<file path="config.mk">
export PLATFORM = sky130hd
export DESIGN_NAME = logic_unit_pipe
export DESIGN_NICKNAME = d
export VERILOG_FILES = /design/src/rtl/logic_unit_pkg.sv /design/src/rtl/logic_unit_pipe_stage.sv /design/src/rtl/logic_unit_pipe.sv
export SDC_FILE = /design/constraint.sdc
export NUM_CORES = 1
export LEC_CHECK = 0
export ABC_AREA = 1
export CAP_MARGIN = 10
export CORE_AREA = 2 2 90 49
export CTS_BUF_LIST = sky130_fd_sc_hd__clkbuf_2
export DETAILED_ROUTE_END_ITERATION = 8
export DIE_AREA = 0 0 92 51
export MAX_ROUTING_LAYER = met4
export PLACE_DENSITY = 0.86
export SYNTH_ARGS = -nofsm -noshare
export SYNTH_HDL_FRONTEND = slang
export SYNTH_SLANG_ARGS = --single-unit
</file>
<file path="constraint.sdc">
create_clock -name clk -period 4.15 [get_ports clk]
set_clock_uncertainty 0.15 [all_clocks]
set_input_delay 0.415 -clock clk [delete_from_list [all_inputs] [get_ports clk]]
set_output_delay 0.415 -clock clk [all_outputs]
set_load 0.02 [all_outputs]
</file>
<file path="src/rtl/logic_unit_pkg.sv">
// Shared types and the bitwise operation kernel for the pipelined logic unit.
// The kernel works on a fixed-width word; callers zero-extend and truncate to their WIDTH.
package logic_unit_pkg;

    typedef enum logic [2:0] {
        OP_AND  = 3'd0,
        OP_OR   = 3'd1,
        OP_NOT  = 3'd2,
        OP_NAND = 3'd3,
        OP_NOR  = 3'd4,
        OP_XOR  = 3'd5,
        OP_XNOR = 3'd6,
        OP_PASS = 3'd7
    } op_e;

    // Widest operand the kernel supports; upper bits beyond a caller's WIDTH are discarded.
    localparam int LU_MAX_W = 64;

    typedef logic [LU_MAX_W-1:0] lu_word_t;

    function automatic lu_word_t logic_op(input op_e op, input lu_word_t a, input lu_word_t b);
        lu_word_t y;
        y = a;
        case (op)
            OP_AND:  y = a & b;
            OP_OR:   y = a | b;
            OP_NOT:  y = ~a;
            OP_NAND: y = ~(a & b);
            OP_NOR:  y = ~(a | b);
            OP_XOR:  y = a ^ b;
            OP_XNOR: y = ~(a ^ b);
            OP_PASS: y = a;
            default: y = a;
        endcase
        return y;
    endfunction

endpackage

</file>
<file path="src/rtl/logic_unit_pipe_stage.sv">
// Generic one-entry valid/ready register slice. A beat may be loaded in the same
// cycle the held beat drains, so back-to-back slices run at full rate.
module logic_pipe_stage #(
    parameter int DW = 8
) (
    input  logic          clk,
    input  logic          rst_n,
    input  logic          in_valid,
    output logic          in_ready,
    input  logic [DW-1:0] in_data,
    output logic          out_valid,
    input  logic          out_ready,
    output logic [DW-1:0] out_data
);

    logic          vld_q;
    logic [DW-1:0] data_q;

    assign in_ready  = !vld_q || out_ready;
    assign out_valid = vld_q;
    assign out_data  = data_q;

    // Data is reset as well so the output ports read zero while in reset.
    always_ff @(posedge clk or negedge rst_n) begin
        if (!rst_n) begin
            vld_q  <= 1'b0;
            data_q <= '0;
        end else if (in_valid && in_ready) begin
            vld_q  <= 1'b1;
            data_q <= in_data;
        end else if (out_ready) begin
            vld_q  <= 1'b0;
        end
    end

endmodule

</file>
<file path="src/rtl/logic_unit_pipe.sv">
// Two-stage pipelined bitwise logic unit with zero/parity flags and an
// accumulator that can stand in for operand B.
module logic_unit_pipe
    import logic_unit_pkg::*;
#(
    parameter int WIDTH = 8
) (
    input  logic             clk,
    input  logic             rst_n,
    input  logic             in_valid,
    output logic             in_ready,
    input  logic [WIDTH-1:0] in_a,
    input  logic [WIDTH-1:0] in_b,
    input  logic [2:0]       in_op,
    input  logic             in_acc,
    input  logic             acc_clear,
    output logic             out_valid,
    input  logic             out_ready,
    output logic [WIDTH-1:0] out_y,
    output logic             out_zero,
    output logic             out_parity
);

    localparam int S2_W = WIDTH + 2;

    function automatic logic calc_zero(input logic [WIDTH-1:0] v);
        return (v == '0);
    endfunction

    function automatic logic calc_parity(input logic [WIDTH-1:0] v);
        return ^v;
    endfunction

    logic             accept;
    logic [WIDTH-1:0] acc_q;
    logic [WIDTH-1:0] b_eff_p0;
    logic [WIDTH-1:0] y_p0;

    logic             vld_p1;
    logic             rdy_p1;
    logic [WIDTH-1:0] y_p1;
    logic [S2_W-1:0]  data_p1;

    logic             vld_p2;
    logic [S2_W-1:0]  data_p2;

    assign accept = in_valid && in_ready;

    // Stage 0: operand select and logic op; a same-cycle clear forces the accumulated operand to zero.
    always_comb begin
        b_eff_p0 = in_b;
        if (in_acc) begin
            b_eff_p0 = acc_clear ? '0 : acc_q;
        end
    end

    assign y_p0 = WIDTH'(logic_op(op_e'(in_op), lu_word_t'(in_a), lu_word_t'(b_eff_p0)));

    always_ff @(posedge clk or negedge rst_n) begin
        if (!rst_n) begin
            acc_q <= '0;
        end else if (accept) begin
            acc_q <= y_p0;
        end else if (acc_clear) begin
            acc_q <= '0;
        end
    end

    // Stage 1: registered result.
    logic_pipe_stage #(
        .DW(WIDTH)
    ) u_s1 (
        .clk      (clk),
        .rst_n    (rst_n),
        .in_valid (in_valid),
        .in_ready (in_ready),
        .in_data  (y_p0),
        .out_valid(vld_p1),
        .out_ready(rdy_p1),
        .out_data (y_p1)
    );

    assign data_p1 = {calc_parity(y_p1), calc_zero(y_p1), y_p1};

    // Stage 2: registered result plus flags, driving the output ports directly.
    logic_pipe_stage #(
        .DW(S2_W)
    ) u_s2 (
        .clk      (clk),
        .rst_n    (rst_n),
        .in_valid (vld_p1),
        .in_ready (rdy_p1),
        .in_data  (data_p1),
        .out_valid(vld_p2),
        .out_ready(out_ready),
        .out_data (data_p2)
    );

    assign out_valid  = vld_p2;
    assign out_y      = data_p2[WIDTH-1:0];
    assign out_zero   = data_p2[WIDTH];
    assign out_parity = data_p2[WIDTH+1];

endmodule

</file>
# After elaboration in Yosys (flattened, before gate mapping)
# Cells that the tools add are included.
[totals] register_bits=28 inputBits=25 word_cells=38 output_inout_bits=12
[classes] n_bitwise=7 eq_ne=7 reduce_logical=11 n_mux=8
[ops] op="$pmux 8 s8" count=1
[ops] op="$not 8->8" count=4
[ops] op="$mux 8" count=3
[ops] op="$eq 3x3->1 const B" count=4
[ops] op="$and 8x8->8" count=1
[ops] op="$logic_not 8->1" count=1
[ops] op="$or 8x8->8" count=1
[ops] op="$reduce_xor 8->1" count=1
[ops] op="$xor 8x8->8" count=1
[ops] op="$eq 3x2->1 const B" count=2
[ops] op="$mux 1" count=4
[ops] op="$reduce_bool 2->1" count=2
[ops] op="$eq 3x1->1 const B" count=1
[ops] op="$logic_not 3->1" count=1
[ops] op="$logic_and 1x1->1" count=2
[ops] op="$logic_not 1->1" count=2
[ops] op="$logic_or 1x1->1" count=2

# Logic depth before layout (Yosys ltp)
[logic_depth] word_depth=6 mapped_depth=14 mapped_depth_nobuf=14

# Hierarchy
# From an unflattened synthesis, not the netlist that was laid out.
[hier_totals] cells_unflattened=366 area_unflattened_um2=2541.2
[by_module_without_submodules] mod="logic_unit_pipe" cells_per_inst=279 area_each_um2=1717.9 seq_area_each_um2=200.2 n_inst=1
[by_module_without_submodules] mod="logic_pipe_stage at u_s2" cells_per_inst=48 area_each_um2=455.4 seq_area_each_um2=275.3 n_inst=1
[by_module_without_submodules] mod="logic_pipe_stage at u_s1" cells_per_inst=39 area_each_um2=367.9 seq_area_each_um2=225.2 n_inst=1

# Worst setup path before layout
# OpenSTA, ideal clock, no wires.
[synth_path] kind="in2reg" from="in in_acc" to="reg acc_q[6]" required_time_ns=3.882 arrival_time_ns=1.546 path_slack_ns=2.337 cell_stages=11 n_path_buf=1 setup_ns=0.118 cell_sequence="clkbuf_1 -> nand2_1 -> o21ai_0 -> inv_1 -> ha_1 -> nand4_1 -> nand2_1 -> a21oi_1 -> nand2_1 -> nand2_1 -> nand2_1"
[synth_between] elab_chain_len=5 word_cells_on_any_way=9 classes_between="mux (3); bitwise (6)"
[synth_lines] item="start, declared" line="logic_unit_pipe.sv:15" rtl="input logic in_acc,"
[synth_lines] item="$mux 8 (*)" line="logic_unit_pipe.sv:52" rtl="if (in_acc) begin"
[synth_lines] item="$xor 8x8->8, or another cell as far along" line="logic_unit_pkg.sv:30, logic_unit_pkg.sv:31"
[synth_lines] item="$not 8->8 (on tied branches)" line="logic_unit_pkg.sv:31, logic_unit_pkg.sv:28, logic_unit_pkg.sv:29"
[synth_lines] item="$pmux 8 s8 (*)" line="logic_unit_pkg.sv:24" rtl="case (op)"
[synth_lines] item="$mux 8 (*)" line="logic_unit_pipe.sv:62" rtl="end else if (accept) begin"
[synth_lines] item="end signal, assigned" line="logic_unit_pipe.sv:63" rtl="acc_q <= y_p0;"
[synth_lines] item="end, declared" line="logic_unit_pipe.sv:35" rtl="logic [WIDTH-1:0] acc_q;"
# Mark *: on every way between the ends. The rest lies on a longest branch, timed or not.
# A chain may end at the register's enable or synchronous reset.

# Final worst setup path
[layout_path] from="in in_op[0]" to="reg u_s1.data_q[7], in the netlist u_s1.out_data[7]"
[layout_between] elab_chain_len=2 word_cells_on_any_way=9 classes_between="eq/ne (7); mux (1); reduce/logical (1)"
[layout_lines] item="start, declared" line="logic_unit_pipe.sv:14" rtl="input logic [2:0] in_op,"
[layout_lines] item="$eq 3x3->1, or another cell as far along" line="logic_unit_pkg.sv:24"
[layout_lines] item="$pmux 8 s8 (*)" line="logic_unit_pkg.sv:24"
[layout_lines] item="end signal, assigned" line="logic_unit_pipe_stage.sv:30" rtl="data_q <= in_data;"
[layout_lines] item="end, declared" line="logic_unit_pipe_stage.sv:17" rtl="logic [DW-1:0] data_q;"
# Marked as above.

==> summary.md <==
| Metric | Value |
|---|---|
| DR DRC count | `0` |
| R2R cell count | `13` |
| Setup crit end kind | `register` |
| Seq pwr share | `39.8%` |
| Global-route usage over all layers | `22.4%` |
| Share of the synthesized area in the top cell type | `31.0%` |
| Post-Syn Area | `2260 sq um` |
| Slew @ Worst Pin | `0.973 ns` |
| Slew Limit Fails | `0` |
| PwrDens | `337 nW/um^2` |
| Synth Flop Type | `dfrtp_1` |
| Final Cell Area | `2710 sq um` |
| EDFF count, synth | `0` |
| Drt pass-1 iters | `5` |
| Post-CTS Setup Repair Bufs | `0` |
| Top delay family on crit path | `buffers and inverters` |
| Worst-path clk slew | `0.24 ns` |
| Avg Cell Area, Syn | `6.50 sq um` |
| Core box area | `4040 sq um` |
| WP data required | `4.32 ns` |
| Port bufs | `36` |
| Syn nets | `393` |
| Maxcap violations | `0` |
| Switching share of total power | `35.9%` |
| First-pass GRT wire length | `8250 um` |
| #FFs+latches synth | `28` |
| Critical Path Slowest Stage Cell | `clkdlybuf4s50_1` |
| CTS tree | `yes` |
| CP bufs+invs | `3` |
| Crit path max fanout | `27` |
| Critical Path Stages | `7` |
| Crit share post-route | `57.1%` |
| Initial Utilization | `56.0%` |
| Row Count | `17` |
| Vias | `2,236` |
| Setup CP Type | `in -> reg` |
| WL/cell | `11.8 um` |
| Peak supply drop | `0.271 mV` |
| Routability cong. | `0.923` |
| Pleak | `1.55 nW` |
| Setup crit start | `in_op[0]` |
| DP Area | `2640 sq um` |
| Clock Latency Late Sink | `0.38 ns` |
| Post_cts resized | `0` |
| Diode count | `0` |
| Yosys warns | `0` |
| Status | `complete, no violations` |
| Nets | `422` |
| Setup TNS | `0 ns` |
| DRT antenna net count | `0` |
| Crit start category | `primary input` |
| # IOs | `37` |
| Die Area | `4690 sq um` |
| Chip Height | `51 um` |
| Tmin final | `2.37 ns` |
| Final setup viols | `0` |
| R2R Setup Slk | `2.33 ns` |
| Slew HR | `35.0%` |
| Dominant cell type by area after synthesis | `dfrtp_1` |
| Power Internal | `0.000585 W` |
| Final-report hold violation count | `0` |
| R2R Path End | `acc_q[4]` |
| Root Driver | `clkbuf_2` |
| WP data arrival | `2.54 ns` |
| Cells after synthesis | `348` |
| Most frequent cell after synthesis | `nand2_1` |
| Setup crit end | `u_s1.out_data[7]` |
| Combinational power share | `42.3%` |
| Asr flop ratio synth | `100%` |
| Total clock sinks | `28` |
| Worst Hold Margin | `0.181 ns` |
| Clk buf depth | `2` |
| Top cells by area, synth | `dfrtp_1 (31%), nand2_1 (22%), ha_1 (11%)` |
| Antenna violations before repair | `0` |
| Final wirelength | `5110 um` |
| Die X-Extent | `92 um` |
| Vias in the first global route | `1,863` |
| Grt ovf | `0` |
| Layout area overhead | `19.8%` |
| Hold Buf Count CTS | `0` |
| Peak Freq | `0.422 GHz` |
| Largest net degree at the start of global routing | `28` |
| Num CTS Buffers | `3` |
| Reg-to-Reg Start | `acc_q[4]` |
| Tightest Hold Check Type | `in -> async` |
| Placed cell count | `428` |
| HPWL Detailed | `3890 um` |
| Vias per cell | `5.16` |
| Layout cells sized above 1 | `3.99%` |
| H-tree depth | `1` |
| Top cells by count, synth | `nand2_1 (131), inv_1 (59), dfrtp_1 (28), nand4_1 (25), ha_1 (20)` |
| Clk network pwr share | `17.9%` |
| Drt initial violations | `232` |
| RSZ-0062 raised after global routing | `false` |
| Seq/Total Area, Yosys | `31.0%` |
| Crit path cell chain | `clkdlybuf4s50_1 > inv_2 > nand2_2 > inv_2 > a21oi_1 > nand2_1 > nand2_1` |
| NetSw | `0.000328 W` |
| Power, Total | `0.000913 W` |
| Final cell count without fillers | `433` |
| Slowest stage delay, CP | `1.11 ns` |
| Distinct cells, synth | `18` |
[registers in the layout, summed over array words and instances, names as in the netlist]
register / cells
u_s1.out_data: 8
u_s2.out_data: 10
u_s2.out_valid: 1
acc_q: 8
u_s1.out_valid: 1
[worst register-to-register path, stage by stage (launching register included)]
cell and delay (ns):
dfrtp_1 0.39, nand2_1 0.05, inv_1 0.09, nand2_1 0.06, o21ai_0 0.14, inv_1 0.08
ha_1 0.30, inv_1 0.04, nand4_1 0.08, nand2_1 0.07, nor2_1 0.10, nand2_1 0.07
nand2_1 0.08, nand2_1 0.06
[per-layer routing]
layer / wire length (um) / track usage, % / vias up
li1: - / - / 1141
met5: 0 / - / -
met1: 2530 / 32.9 / 980
met3: 495 / 4.28 / 4
met2: 2060 / 34.1 / 111
met4: 29 / 1.49 / 0
[worst min path at each step]
| stage | startpoint | end | cells after the start |
|---|---|---|---|
| 6_report | rst_n | u_s2.out_valid | 1 |
| 5_1_grt | rst_n | u_s2.out_valid | 1 |
| 4_1_cts | u_s1.out_data[4] | u_s1.out_data[4] | 2 |
| 3_5_place_dp | u_s1.out_data[4] | u_s1.out_data[4] | 2 |
| 3_3_place_gp | u_s1.out_data[4] | u_s1.out_data[4] | 2 |
| 2_1_floorplan | rst_n | acc_q[0] | 0 |
[logic make-up (layout without fill, tap and decap cells)]
group           count (synthesis)  after routing  share of synthesized area [%]
simple gates                  193            193                           37.4
buf+inv                        77            105                           13.4
flops                          28             28                           31.0
compound gates                 27             27                           5.97
fa+ha+maj                      20             20                           11.1
xor+xnor                        3              3                           1.16
[power groups by stage]
stage	clock [W]	sequential, W	combinational (W)
detailed placement	0	0.000368	0.000381
CTS	0.000166	0.000363	0.000383
finish	0.000164	0.000363	0.000386
global route	0.000172	0.000372	0.000428
floorplan	0	0.000405	0.000199
global placement	0	0.000368	0.000372
[cells in the final DEF (no fill, tap or decap)]
master,synthesis,final
clkdlybuf4s50_1,0,36
nand3_1,9,9
clkbuf_2,0,3
nand2_1,131,131
nor2_1,16,16
a21oi_1,9,9
nor2_4,2,2
xnor2_1,3,3
dfrtp_1,28,28
o21ai_0,18,18
inv_2,3,3
nand3b_1,7,7
buf_16,0,1
nand4_1,25,25
ha_1,20,20
nand2_2,1,1
bufinv_16,0,1
buf_4,1,2
nor2_2,2,2
inv_1,59,59
[area by class of cell]
type | instances | area [sq um]
Fill cell | 362 | 1330
Multi-Input combinational cell | 243 | 1260
Sequential cell | 28 | 701
Timing Repair Buffer | 39 | 403
Inverter | 62 | 233
Tap cell | 57 | 71.3
Clock inverter | 1 | 30.0
Clock buffer | 3 | 15.0
[per-stage QoR]
stage / setup slack, ns / util, %
6_report: 1.78 / 67.1
5_1_grt: 1.65 / 67.1
4_1_cts: 1.86 / 66.4
3_5_place_dp: 1.44 / 65.3
3_3_place_gp: 1.49 / 65.3
2_1_floorplan: 2.34 / -
No activity file was read; power rests on OpenSTA's default activity.
